## src/rtl/serial_pattern_tx.sv

```systemverilog
// Serial frame transmitter: a valid/ready handshake captures one payload word,
// then the block emits PREAMBLE, the payload MSB first, and GAP idle bits.
// The serial outputs are registered. din_ready is decoded from the FSM state.
module serial_pattern_tx #(
  parameter int              PRE_W    = 3,
  parameter logic [PRE_W-1:0] PREAMBLE = 3'b101,
  parameter int              DATA_W   = 8,
  parameter int              GAP      = 2
) (
  input  logic              clk,
  input  logic              rst,
  input  logic [DATA_W-1:0] din,
  input  logic              din_valid,
  output logic              din_ready,
  output logic              sout,
  output logic              sout_valid,
  output logic              busy,
  output logic              frame_done
);

  // Preamble and payload share one shift register. Its MSB is the bit on sout.
  localparam int FW   = PRE_W + DATA_W;
  localparam int MAXC = (PRE_W > DATA_W) ? ((PRE_W > GAP) ? PRE_W : GAP)
                                         : ((DATA_W > GAP) ? DATA_W : GAP);
  localparam int CW   = $clog2(MAXC + 1);

  typedef enum logic [1:0] {S_IDLE, S_PRE, S_DATA, S_GAP} state_t;

  state_t        r_state, w_state_nxt;
  logic [CW-1:0] r_cnt, w_cnt_nxt;
  logic [FW-1:0] r_sh, w_sh_nxt;
  logic          r_sout, w_sout_nxt;
  logic          r_sout_valid, w_sout_valid_nxt;
  logic          r_busy, w_busy_nxt;
  logic          r_done, w_done_nxt;

  // State, counter, shift register and registered outputs
  always_ff @(posedge clk) begin
    if (rst) begin
      r_state      <= S_IDLE;
      r_cnt        <= '0;
      r_sh         <= '0;
      r_sout       <= 1'b0;
      r_sout_valid <= 1'b0;
      r_busy       <= 1'b0;
      r_done       <= 1'b0;
    end else begin
      r_state      <= w_state_nxt;
      r_cnt        <= w_cnt_nxt;
      r_sh         <= w_sh_nxt;
      r_sout       <= w_sout_nxt;
      r_sout_valid <= w_sout_valid_nxt;
      r_busy       <= w_busy_nxt;
      r_done       <= w_done_nxt;
    end
  end

  // Next state plus the next values of the registered outputs. r_cnt holds the
  // number of cycles left in the current state after the one being shown.
  always_comb begin
    w_state_nxt      = r_state;
    w_cnt_nxt        = r_cnt;
    w_sh_nxt         = r_sh;
    w_sout_nxt       = 1'b0;
    w_sout_valid_nxt = 1'b0;
    w_busy_nxt       = 1'b0;
    w_done_nxt       = 1'b0;
    case (r_state)
      S_IDLE: begin
        if (din_valid) begin
          w_state_nxt      = S_PRE;
          w_cnt_nxt        = CW'(PRE_W - 1);
          w_sh_nxt         = {PREAMBLE, din};
          w_sout_nxt       = PREAMBLE[PRE_W-1];
          w_sout_valid_nxt = 1'b1;
          w_busy_nxt       = 1'b1;
        end
      end
      S_PRE: begin
        // The following bit is either the next preamble bit or the payload MSB.
        w_sh_nxt         = r_sh << 1;
        w_sout_nxt       = r_sh[FW-2];
        w_sout_valid_nxt = 1'b1;
        w_busy_nxt       = 1'b1;
        if (r_cnt == '0) begin
          w_state_nxt = S_DATA;
          w_cnt_nxt   = CW'(DATA_W - 1);
          w_done_nxt  = (DATA_W == 1);
        end else begin
          w_cnt_nxt = r_cnt - CW'(1);
        end
      end
      S_DATA: begin
        if (r_cnt == '0) begin
          if (GAP > 0) begin
            w_state_nxt = S_GAP;
            w_cnt_nxt   = CW'(GAP - 1);
            w_busy_nxt  = 1'b1;
          end else begin
            w_state_nxt = S_IDLE;
          end
        end else begin
          w_cnt_nxt        = r_cnt - CW'(1);
          w_sh_nxt         = r_sh << 1;
          w_sout_nxt       = r_sh[FW-2];
          w_sout_valid_nxt = 1'b1;
          w_busy_nxt       = 1'b1;
          w_done_nxt       = (r_cnt == CW'(1));
        end
      end
      S_GAP: begin
        if (r_cnt == '0) begin
          w_state_nxt = S_IDLE;
        end else begin
          w_cnt_nxt  = r_cnt - CW'(1);
          w_busy_nxt = 1'b1;
        end
      end
      default: w_state_nxt = S_IDLE;
    endcase
  end

  assign din_ready  = (r_state == S_IDLE);
  assign sout       = r_sout;
  assign sout_valid = r_sout_valid;
  assign busy       = r_busy;
  assign frame_done = r_done;

endmodule

```

## config.mk

```make
export PLATFORM = sky130hd
export DESIGN_NAME = serial_pattern_tx
export DESIGN_NICKNAME = d
export VERILOG_FILES = /design/src/rtl/serial_pattern_tx.sv
export SDC_FILE = /design/constraint.sdc
export NUM_CORES = 1
export LEC_CHECK = 0
export BUFFER_PORTS_ARGS = -buffer_cell sky130_fd_sc_hd__buf_4
export CAP_MARGIN = 20
export CORE_UTILIZATION = 43
export CTS_CLUSTER_DIAMETER = 120
export DETAILED_ROUTE_END_ITERATION = 10
export GPL_ROUTABILITY_DRIVEN = 0
export MAX_ROUTING_LAYER = met4
export SYNTH_ARGS = -nofsm -noshare
export SYNTH_HDL_FRONTEND = slang
export SYNTH_SLANG_ARGS = --single-unit
```

## constraint.sdc

```tcl
create_clock -name clk -period 4 [get_ports clk]
set_input_delay 0.4 -clock clk [delete_from_list [all_inputs] [get_ports clk]]
set_output_delay 0.4 -clock clk [all_outputs]
set_load 0.05 [all_outputs]
```

==> run summary, run 1 <==
Outcome -> completed
Fraction of layout cells with a size suffix above 1 -> 25.00%
Critical path arrival -> 2370 ps
Max Root-Sink Buffers -> 2
Cell area power density -> 929.1 mW/mm²
Die Height -> 52.98 µm
Max Cap Viol -> 0
Max-slew violation count -> 0
DP HPWL -> 1.490 mm
Root Driver -> clkbuf_4
Residual DRC -> 0
H-tree levels -> 1
Mux share of post-synthesis cell area -> 18.37%
Post-synthesis net count -> 139
Post-CTS Resized -> 0
Via count -> 878
Slowest Stage Delay on Critical Path -> 550 ps
Worst clock skew -> 1.212 ps
FMAX -> 463.7 MHz
Fill count -> 236
Register area share after synthesis -> 35.83%
Antenna violations before repair -> 0
Core Region -> 0.002455 mm²
Synth Area in Simple Gates -> 17.92%
Final Cycle Share -> 53.91%
First-pass GRT wire length -> 3.415 mm
RSZ-0062 raised after global routing -> no
Sequential share of power -> 27.6%
I/O Buffers -> 15
Total Routing Usage GR -> 17.46%
Synth Area in Adders -> 6.719%
Synthesized instance count -> 122
Clk pin slew, worst setup/hold paths -> 120 ps
Num ports -> 16
Drt via density -> 5.420
Area delta synth->final -> 14.11%
Netlist Area Pre-Place -> 0.001117 mm²
Standard-cell rows -> 18
Worst-Skew Late Latency -> 310 ps
Synth Area in Compound Gates -> 14.45%
Crit path capture type -> register
Chip Width -> 52.98 µm
Final Power -> 1.185 mW
Setup Crit Path Kind -> register to register
Max VDD drop -> 0.0005639 V
Detail Route Antenna Nets -> 0
Post-route minimum period -> 2156 ps
Via count of the first global-routing pass -> 742
CTS tree -> yes
Setup TNS -> 0 ps
Slew HR -> 54.27%
Total gr overflow -> 0
Hold buffers post-CTS -> 0
Worst path slowest cell -> a221o_1
First-pass DRT Iterations -> 4
CP required -> 4210 ps
Starting Density -> 45.51%
Leak -> 0.5393 nW
Hold Fails Final Rpt -> 0
Largest family of logic cells by synthesized area -> multiplexers
Worst-path cell chain -> inv_1 > ha_1 > nor2b_1 > a221o_1 > mux2_4
Largest net degree at the start of global routing -> 25
Avg Cell Area, Syn -> 9.158 µm²
Combinational Power Share -> 58.2%
Total CTS buffers -> 3
Library cells used by synthesis -> 35
Final Setup Violations -> 0
Internal power -> 0.6940 mW
Detailed Route Iter0 Violations -> 30
Nets -> 150
Sw Ratio -> 41.41%
WL/cell -> 13.04 µm
Clock power share -> 14.3%
Yosys reg bits -> 20
CP Max Fanout -> 10
Worst Tran Pin Value -> 685.2 ps
Final WL -> 2.112 mm
Clock sink total -> 20
Post-CTS Setup Bufs -> 0
Hold crit path type -> input port to register
Die area -> 0.002806 mm²
Antenna cell count -> 0
NetSw -> 0.4906 mW
Post-Synth XOR/XNOR Area -> 0%
Yosys warning total -> 0
Startpoint types -> register
## per-layer routing
metal  part of all wire, %  wire, µm  vias up  GRT usage [%]
li1                      -         -      451              -
met1                    45       946      393          21.14
met2                    49      1041       30          27.43
met3                   4.8       101        4          3.448
met4                   1.1        23        0          8.772
met5                     0         0        -              -
## power by group through the flow
| stage | clock network [mW] | registers (mW) | logic [mW] |
|---|---|---|---|
| after CTS | 0.173 | 0.328 | 0.692 |
| after floorplan | 0 | 0.357 | 0.554 |
| final | 0.169 | 0.326 | 0.689 |
| after global placement | 0 | 0.327 | 0.689 |
| after detailed placement | 0 | 0.332 | 0.687 |
| after global routing | 0.182 | 0.339 | 0.745 |
## synth_stat cells
cell type  instances  area share, %
buf_6              1            1.0
mux2i_1           10            9.0
nor2b_1            2            1.1
a32o_1             2            1.8
nor3b_4            1            1.7
mux2_4             1            1.3
nor3_1             3            1.3
nor4_1             1           0.56
clkbuf_2           1           0.45
or3_4              1            1.0
buf_2              2           0.90
nand3b_1           1           0.67
nand4b_1           1           0.78
nor2_1             5            1.7
or3b_2             1           0.78
dfxtp_1           20             36
o31a_2             1           0.90
nand3_1            1           0.45
clkbuf_1           4            1.3
o22ai_1            3            1.7
o32ai_1            1           0.78
mux2_2             8            8.1
ha_1               6            6.7
nor4b_1            1           0.78
buf_1              1           0.34
inv_1              8            2.7
o2111ai_1          1           0.78
o21ai_0            1           0.45
a21o_2             1           0.78
a21oi_1            3            1.3
nand2_1           21            7.1
a21boi_0           1           0.67
a221oi_1           1           0.78
a221o_1            2            1.8
a211oi_1           4            2.7
## layout by cell type, fill, tap and decap left out
cell | Yosys | final
a211oi_1 | 4 | 4
a21boi_0 | 1 | 1
a21o_2 | 1 | 1
a21oi_1 | 3 | 3
a221o_1 | 2 | 2
a221oi_1 | 1 | 1
a32o_1 | 2 | 2
buf_4 | 0 | 15
bufinv_16 | 0 | 1
clkbuf_4 | 0 | 3
dfxtp_1 | 20 | 20
ha_1 | 6 | 6
inv_1 | 8 | 8
mux2_2 | 8 | 8
mux2_4 | 1 | 1
mux2i_1 | 10 | 10
nand2_1 | 21 | 21
nand3_1 | 1 | 1
nand3b_1 | 1 | 1
nand4b_1 | 1 | 1
nor2_1 | 5 | 5
nor2b_1 | 2 | 2
nor3_1 | 3 | 3
nor3b_4 | 1 | 1
nor4_1 | 1 | 1
nor4b_1 | 1 | 1
o2111ai_1 | 1 | 1
o21ai_0 | 1 | 1
o22ai_1 | 3 | 3
o31a_2 | 1 | 1
o32ai_1 | 1 | 1
or3_4 | 1 | 1
or3b_2 | 1 | 1
## through the flow
step / utilization [%] / setup slack, ps / area, µm² / hold slack (ps) / cells
floorplan: - / 1878 / 1117 / 434.6 / 122
global placement: 49.80 / 1970 / 1222 / 445.6 / 158
detailed placement: 49.80 / 1875 / 1222 / 453.5 / 158
CTS: 51.94 / 1858 / 1275 / 316.0 / 162
global route: 51.94 / 1668 / 1275 / 308.1 / 162
finish: 51.94 / 1844 / 1275 / 331.5 / 162
## path summary, 6_finish.rpt
check | depth (start not counted) | to | start | slack [ps]
hold / removal | 2 | r_cnt[3]$_SDFFE_PP0P_ | rst | 330
hold reg to reg | 2 | r_sh[6]$_SDFFE_PP0P_ | r_sh[6]$_SDFFE_PP0P_ | 470
setup / recovery | 5 | r_sh[8]$_SDFFE_PP0P_ | r_state[0]$_SDFFE_PP0P_ | 1840
setup reg to reg | 5 | r_sh[8]$_SDFFE_PP0P_ | r_state[0]$_SDFFE_PP0P_ | 1840
## cells by family (layout without fill, tap and decap cells)
kind of cell | Yosys count | after routing
muxes | 19 | 19
adders and majority gates | 6 | 6
and+or+nand+nor | 39 | 39
buffers and inverters | 17 | 27
AOI/OAI and AO/OA | 21 | 21
DFF | 20 | 20
## registers in the layout (all words and copies together) (netlist names)
| register | count |
|---|---|
| busy | 1 |
| sout_valid | 1 |
| r_state | 2 |
| frame_done | 1 |
| sout | 1 |
| r_cnt | 4 |
| r_sh | 10 |
## area by class of cell
class | instances | area (µm²) | area share [%]
sequential | 20 | 400.4 | 31.40
clock inverter | 1 | 30.03 | 2.355
tap | 30 | 37.54 | 2.944
inverter | 8 | 30.03 | 2.355
multi-input combinational | 85 | 641.9 | 50.34
timing repair buffer | 15 | 112.6 | 8.832
clock buffer | 3 | 22.52 | 1.766
## worst max-delay path, delay by kind of cell, from the launching register on
| family | cells | cell delay [ps] |
|---|---|---|
| AND/OR/NAND/NOR | 1 | 370 |
| buffers and inverters | 1 | 100 |
| multiplexers | 1 | 350 |
| adder cells (fa/ha/maj) | 1 | 350 |
| AO/OA/AOI/OAI | 1 | 550 |
| flip-flops | 1 | 350 |
Note: power is estimated with default switching activity, not from simulation.
==> inputs of run 2 (changes only) <==
PLACE_DENSITY = 0.65   (was default)
clock period = 1.9 ns   (was 4 ns; I/O delays follow)
==> run summary, run 2 (same netlist as run 1, synthesis figures left out) <==
Total CTS buffers -> 3 (unchanged)
Commonest cells after routing, fill and taps aside -> 23 x buf_4, 21 x nand2_1, 20 x dfxtp_1 (was 21 x nand2_1, 20 x dfxtp_1, 15 x buf_4)
CP Launch Point -> r_state[0]$_SDFFE_PP0P_ (unchanged)
Total Routing Usage GR -> 16.95% (was 17.46%)
Min-delay src -> rst (unchanged)
Biggest regs -> r_sh: 10 flops, r_cnt: 4 flops, r_state: 2 flops (unchanged)
Top reg by flops -> r_sh (unchanged)
Core Region -> 0.002455 mm² (unchanged)
Num ports -> 16 (unchanged)
Slowest Stage Delay on Critical Path -> 380 ps (was 550 ps)
CP Max Fanout -> 8 (was 10)
Residual DRC -> 0 (unchanged)
Detail Route Antenna Nets -> 0 (unchanged)
Worst Tran Pin Value -> 371.5 ps (was 685.2 ps)
Max reg flops -> 10 (unchanged)
Startpoint types -> register (unchanged)
Chip Width -> 52.98 µm (unchanged)
Setup Crit Path Kind -> register to register (unchanged)
Starting Density -> 45.51% (unchanged)
Die Height -> 52.98 µm (unchanged)
Hold Fails Final Rpt -> 0 (unchanged)
Max VDD drop -> 0.0009571 V (was 0.0005639 V)
Final setup margin -> 86.30 ps (was 1844 ps)
Antenna cell count -> 0 (unchanged)
Final Setup Violations -> 0 (unchanged)
Reg2reg start -> r_state[0]$_SDFFE_PP0P_ (unchanged)
Largest net degree at the start of global routing -> 14 (was 25)
Critical path arrival -> 2010 ps (was 2370 ps)
Area delta synth->final -> 18.14% (was 14.11%)
I/O Buffers -> 15 (unchanged)
Setup TNS -> 0 ps (unchanged)
Detailed Route Iter0 Violations -> 14 (was 30)
Via count -> 904 (was 878)
Max-slew violation count -> 0 (unchanged)
Nets -> 158 (was 150)
DP HPWL -> 1.518 mm (was 1.490 mm)
Commonest non-fill, non-tap cell in the layout -> buf_4 (was nand2_1)
CP Buf/Inv Count -> 1 (unchanged)
Root Driver -> clkbuf_4 (unchanged)
Post-route minimum period -> 1814 ps (was 2156 ps)
Worst-Skew Late Latency -> 300 ps (was 310 ps)
Outcome -> completed (unchanged)
Via count of the first global-routing pass -> 762 (was 742)
Crit path capture type -> register (unchanged)
CP required -> 2100 ps (was 4210 ps)
Worst clock skew -> 4.791 ps (was 1.212 ps)
Clock sink total -> 20 (unchanged)
Drt via density -> 5.349 (was 5.420)
First-pass DRT Iterations -> 4 (unchanged)
Total gr overflow -> 0 (unchanged)
Pre-CTS WS -> 90.64 ps (was 1875 ps)
Worst path slowest cell -> or3_4 (was a221o_1)
RSZ-0062 raised after global routing -> no (unchanged)
Slew HR -> 75.20% (was 54.27%)
Cell family with most CP delay -> compound AO/OA/AOI/OAI gates (unchanged)
Final WL -> 2.073 mm (was 2.112 mm)
Die area -> 0.002806 mm² (unchanged)
Hold buffers post-CTS -> 0 (unchanged)
H-tree levels -> 1 (unchanged)
WL/cell -> 12.27 µm (was 13.04 µm)
Final Cycle Share -> 95.46% (was 53.91%)
Fraction of layout cells with a size suffix above 1 -> 30.22% (was 25.00%)
Max Root-Sink Buffers -> 2 (unchanged)
Hold crit path type -> input port to register (unchanged)
FMAX -> 551.4 MHz (was 463.7 MHz)
Antenna violations before repair -> 0 (unchanged)
Worst-path cell chain -> inv_1 > ha_1 > or3_4 > a221o_1 > a32o_1 (was inv_1 > ha_1 > nor2b_1 > a221o_1 > mux2_4)
Max Cap Viol -> 0 (unchanged)
CTS tree -> yes (unchanged)
First-pass GRT wire length -> 3.408 mm (was 3.415 mm)
Standard-cell rows -> 18 (unchanged)
Clk pin slew, worst setup/hold paths -> 110 ps (was 120 ps)
Cell area power density -> 1920 mW/mm² (was 929.1 mW/mm²)
Leak -> 0.5643 nW (was 0.5393 nW)
[run 2: power breakdown]
part | internal [mW] | switching (mW) | leakage (nW)
sequential | 0.586 | 0.0893 | 0.164
clock | 0.0738 | 0.124 | 0.0138
combinational | 0.827 | 0.835 | 0.386
total | 1.49 | 1.05 | 0.564
[run 2: path summary, 6_finish.rpt]
check	cells past startpoint	slack, ps	end
max	5	90	r_cnt[2]$_SDFFE_PP0P_
min	2	130	r_cnt[3]$_SDFFE_PP0P_
max reg2reg	5	90	r_cnt[2]$_SDFFE_PP0P_
min reg2reg	2	460	r_sh[6]$_SDFFE_PP0P_
[run 2: repair_timing]
action	in CTS	in global routing
setup endpoints to repair	0	2
setup buffers	0	2
resized for setup	0	1
[run 2: metrics by stage]
step / utilization [%] / hold WS [ps] / std cells / instance area, µm² / power [mW]
6_report: 53.77 / 130.7 / 169 / 1320 / 2.535
5_1_grt: 53.77 / 120.8 / 169 / 1320 / 2.732
4_1_cts: 53.06 / 123.5 / 167 / 1303 / 2.494
3_5_place_dp: 52.14 / 451.1 / 164 / 1280 / 2.288
3_3_place_gp: 52.14 / 440.7 / 164 / 1280 / 2.263
2_1_floorplan: - / 353.9 / 122 / 1130 / 1.963
[run 2: routing by layer]
layer / part of all wire [%] / wire, µm / track usage, % / vias to the layer above
li1: - / - / - / 468
met1: 46 / 959 / 22.43 / 412
met2: 49 / 1013 / 25.74 / 24
met3: 4.8 / 100 / 5.172 / 0
met4: 0 / 0 / 2.632 / 0
met5: 0 / 0 / - / -
[run 2: area by class of cell]
class	instances	area, µm²
fill	230	1135
clock buffer	3	22.52
inverter	8	30.03
tap	30	37.54
timing repair buffer	23	172.7
multi-input combinational	85	656.9
sequential	20	400.4
[run 2: worst register-to-register path, stage by stage (launching register included)]
cell	delay [ps]
dfxtp_1	370
inv_1	110
ha_1	310
or3_4	380
a221o_1	300
a32o_1	260
==> inputs of run 3 (changes only) <==
CTS_BUF_LIST = sky130_fd_sc_hd__clkbuf_16   (was default)
==> run summary, run 3 (same netlist as run 1, synthesis figures left out) <==
Finished Core Util -> 55.91% (was 53.77%)
Num ports -> 16 (unchanged)
Total Routing Usage GR -> 17.50% (was 16.95%)
Final Setup Violations -> 0 (unchanged)
Commonest cells after routing, fill and taps aside -> 23 x buf_4, 21 x nand2_1, 20 x dfxtp_1 (unchanged)
Cell area power density -> 2014 mW/mm² (was 1920 mW/mm²)
Fill count -> 225 (was 230)
Met1 wire length -> 987 µm (was 959 µm)
Max VDD drop -> 0.001308 V (was 0.0009571 V)
Starting Density -> 45.51% (unchanged)
Final Power -> 2.764 mW (was 2.535 mW)
Max layer used -> met4 (was met3)
Worst clock skew -> 1.238 ps (was 4.791 ps)
Core Region -> 0.002455 mm² (unchanged)
Hold crit path type -> input port to register (unchanged)
Via count -> 905 (was 904)
Leak -> 0.5875 nW (was 0.5643 nW)
Commonest non-fill, non-tap cell in the layout -> buf_4 (unchanged)
Antenna cell count -> 0 (unchanged)
Die Height -> 52.98 µm (unchanged)
Area delta synth->final -> 22.84% (was 18.14%)
Antenna violations before repair -> 0 (unchanged)
First-pass GRT wire length -> 3.443 mm (was 3.408 mm)
Routed wl met2 -> 1.017 mm (was 1.013 mm)
Fraction of layout cells with a size suffix above 1 -> 30.22% (unchanged)
Via count of the first global-routing pass -> 770 (was 762)
Clock sink total -> 20 (unchanged)
Standard-cell rows -> 18 (unchanged)
WL/cell -> 12.46 µm (was 12.27 µm)
CTS tree -> yes (unchanged)
Startpoint types -> register (unchanged)
Outcome -> completed (unchanged)
I/O Buffers -> 15 (unchanged)
DP HPWL -> 1.518 mm (unchanged)
Total gr overflow -> 0 (unchanged)
Detail Route Antenna Nets -> 0 (unchanged)
Setup Crit Path Kind -> register to register (unchanged)
RSZ-0062 raised after global routing -> no (unchanged)
Max-slew violation count -> 0 (unchanged)
Max Root-Sink Buffers -> 2 (unchanged)
Drt via density -> 5.355 (was 5.349)
Critical path arrival -> 1960 ps (was 2010 ps)
First-pass DRT Iterations -> 4 (unchanged)
Final Cycle Share -> 95.99% (was 95.46%)
Largest net degree at the start of global routing -> 14 (unchanged)
CP Max Fanout -> 8 (unchanged)
Residual DRC -> 0 (unchanged)
CP Launch Point -> r_state[0]$_SDFFE_PP0P_ (unchanged)
Reg2reg start -> r_state[0]$_SDFFE_PP0P_ (unchanged)
Detailed Route Iter0 Violations -> 15 (was 14)
Min-delay src -> rst (unchanged)
Hold buffers post-CTS -> 0 (unchanged)
Nets -> 158 (unchanged)
Worst-Skew Late Latency -> 250 ps (was 300 ps)
Total CTS buffers -> 3 (unchanged)
Max reg flops -> 10 (unchanged)
Crit path capture type -> register (unchanged)
Chip Width -> 52.98 µm (unchanged)
Worst Tran Pin Value -> 382.1 ps (was 371.5 ps)
Hold Fails Final Rpt -> 0 (unchanged)
Met3 wire length -> 90 µm (was 100 µm)
Biggest regs -> r_sh: 10 flops, r_cnt: 4 flops, r_state: 2 flops (unchanged)
Top reg by flops -> r_sh (unchanged)
Setup TNS -> 0 ps (unchanged)
Root Driver -> clkbuf_16 (was clkbuf_4)
Final WL -> 2.106 mm (was 2.073 mm)
Clk pin slew, worst setup/hold paths -> 50 ps (was 110 ps)
Max Cap Viol -> 0 (unchanged)
H-tree levels -> 1 (unchanged)
Post-route minimum period -> 1824 ps (was 1814 ps)
CP required -> 2040 ps (was 2100 ps)
FMAX -> 548.3 MHz (was 551.4 MHz)
Slew HR -> 74.50% (was 75.20%)
Die area -> 0.002806 mm² (unchanged)
-- run 3: where the power goes --
part | switching (mW) | leakage, nW | internal (mW) | total, mW
clock | 0.143 | 0.0370 | 0.277 | 0.420
combinational | 0.838 | 0.386 | 0.827 | 1.67
sequential | 0.0905 | 0.164 | 0.588 | 0.679
-- run 3: final cells by class --
cell class	instances	area (µm²)	share of cell area, %
Sequential cell	20	400.4	29.17
Multi-Input combinational cell	85	656.9	47.86
Clock buffer	3	75.07	5.469
Inverter	8	30.03	2.188
Timing Repair Buffer	23	172.7	12.58
Tap cell	30	37.54	2.735
-- run 3: final timing paths --
path,slack [ps],to,depth (start not counted)
max,80,r_cnt[2]$_SDFFE_PP0P_,5
min,190,r_cnt[3]$_SDFFE_PP0P_,2
max reg2reg,80,r_cnt[2]$_SDFFE_PP0P_,5
min reg2reg,460,r_sh[6]$_SDFFE_PP0P_,2
-- run 3: repair_timing --
action | CTS | global route
endpoints found under the setup margin | 0 | 2
setup buffers | 0 | 2
resized for setup | 0 | 1
-- run 3: critical path, cell delays in order, from the launching register on --
cell and delay, ps:
dfxtp_1 360, inv_1 110, ha_1 310, or3_4 380
a221o_1 300, a32o_1 260
-- run 3: metrics by stage --
stage | setup WS (ps) | instances | hold slack, ps | area (µm²)
after floorplan | 35.18 | 122 | 353.9 | 1130
final | 76.24 | 169 | 191.9 | 1373
after detailed placement | 90.64 | 164 | 451.1 | 1280
after CTS | 84.45 | 167 | 188.3 | 1355
after global routing | 10.51 | 169 | 192.0 | 1373
after global placement | 154.0 | 164 | 440.7 | 1280
-- run 3: metal layers --
layer	up-vias	GRT usage, %
met5	-	-
met4	0	3.947
met3	2	6.897
met2	21	26.16
met1	413	22.09
li1	469	-
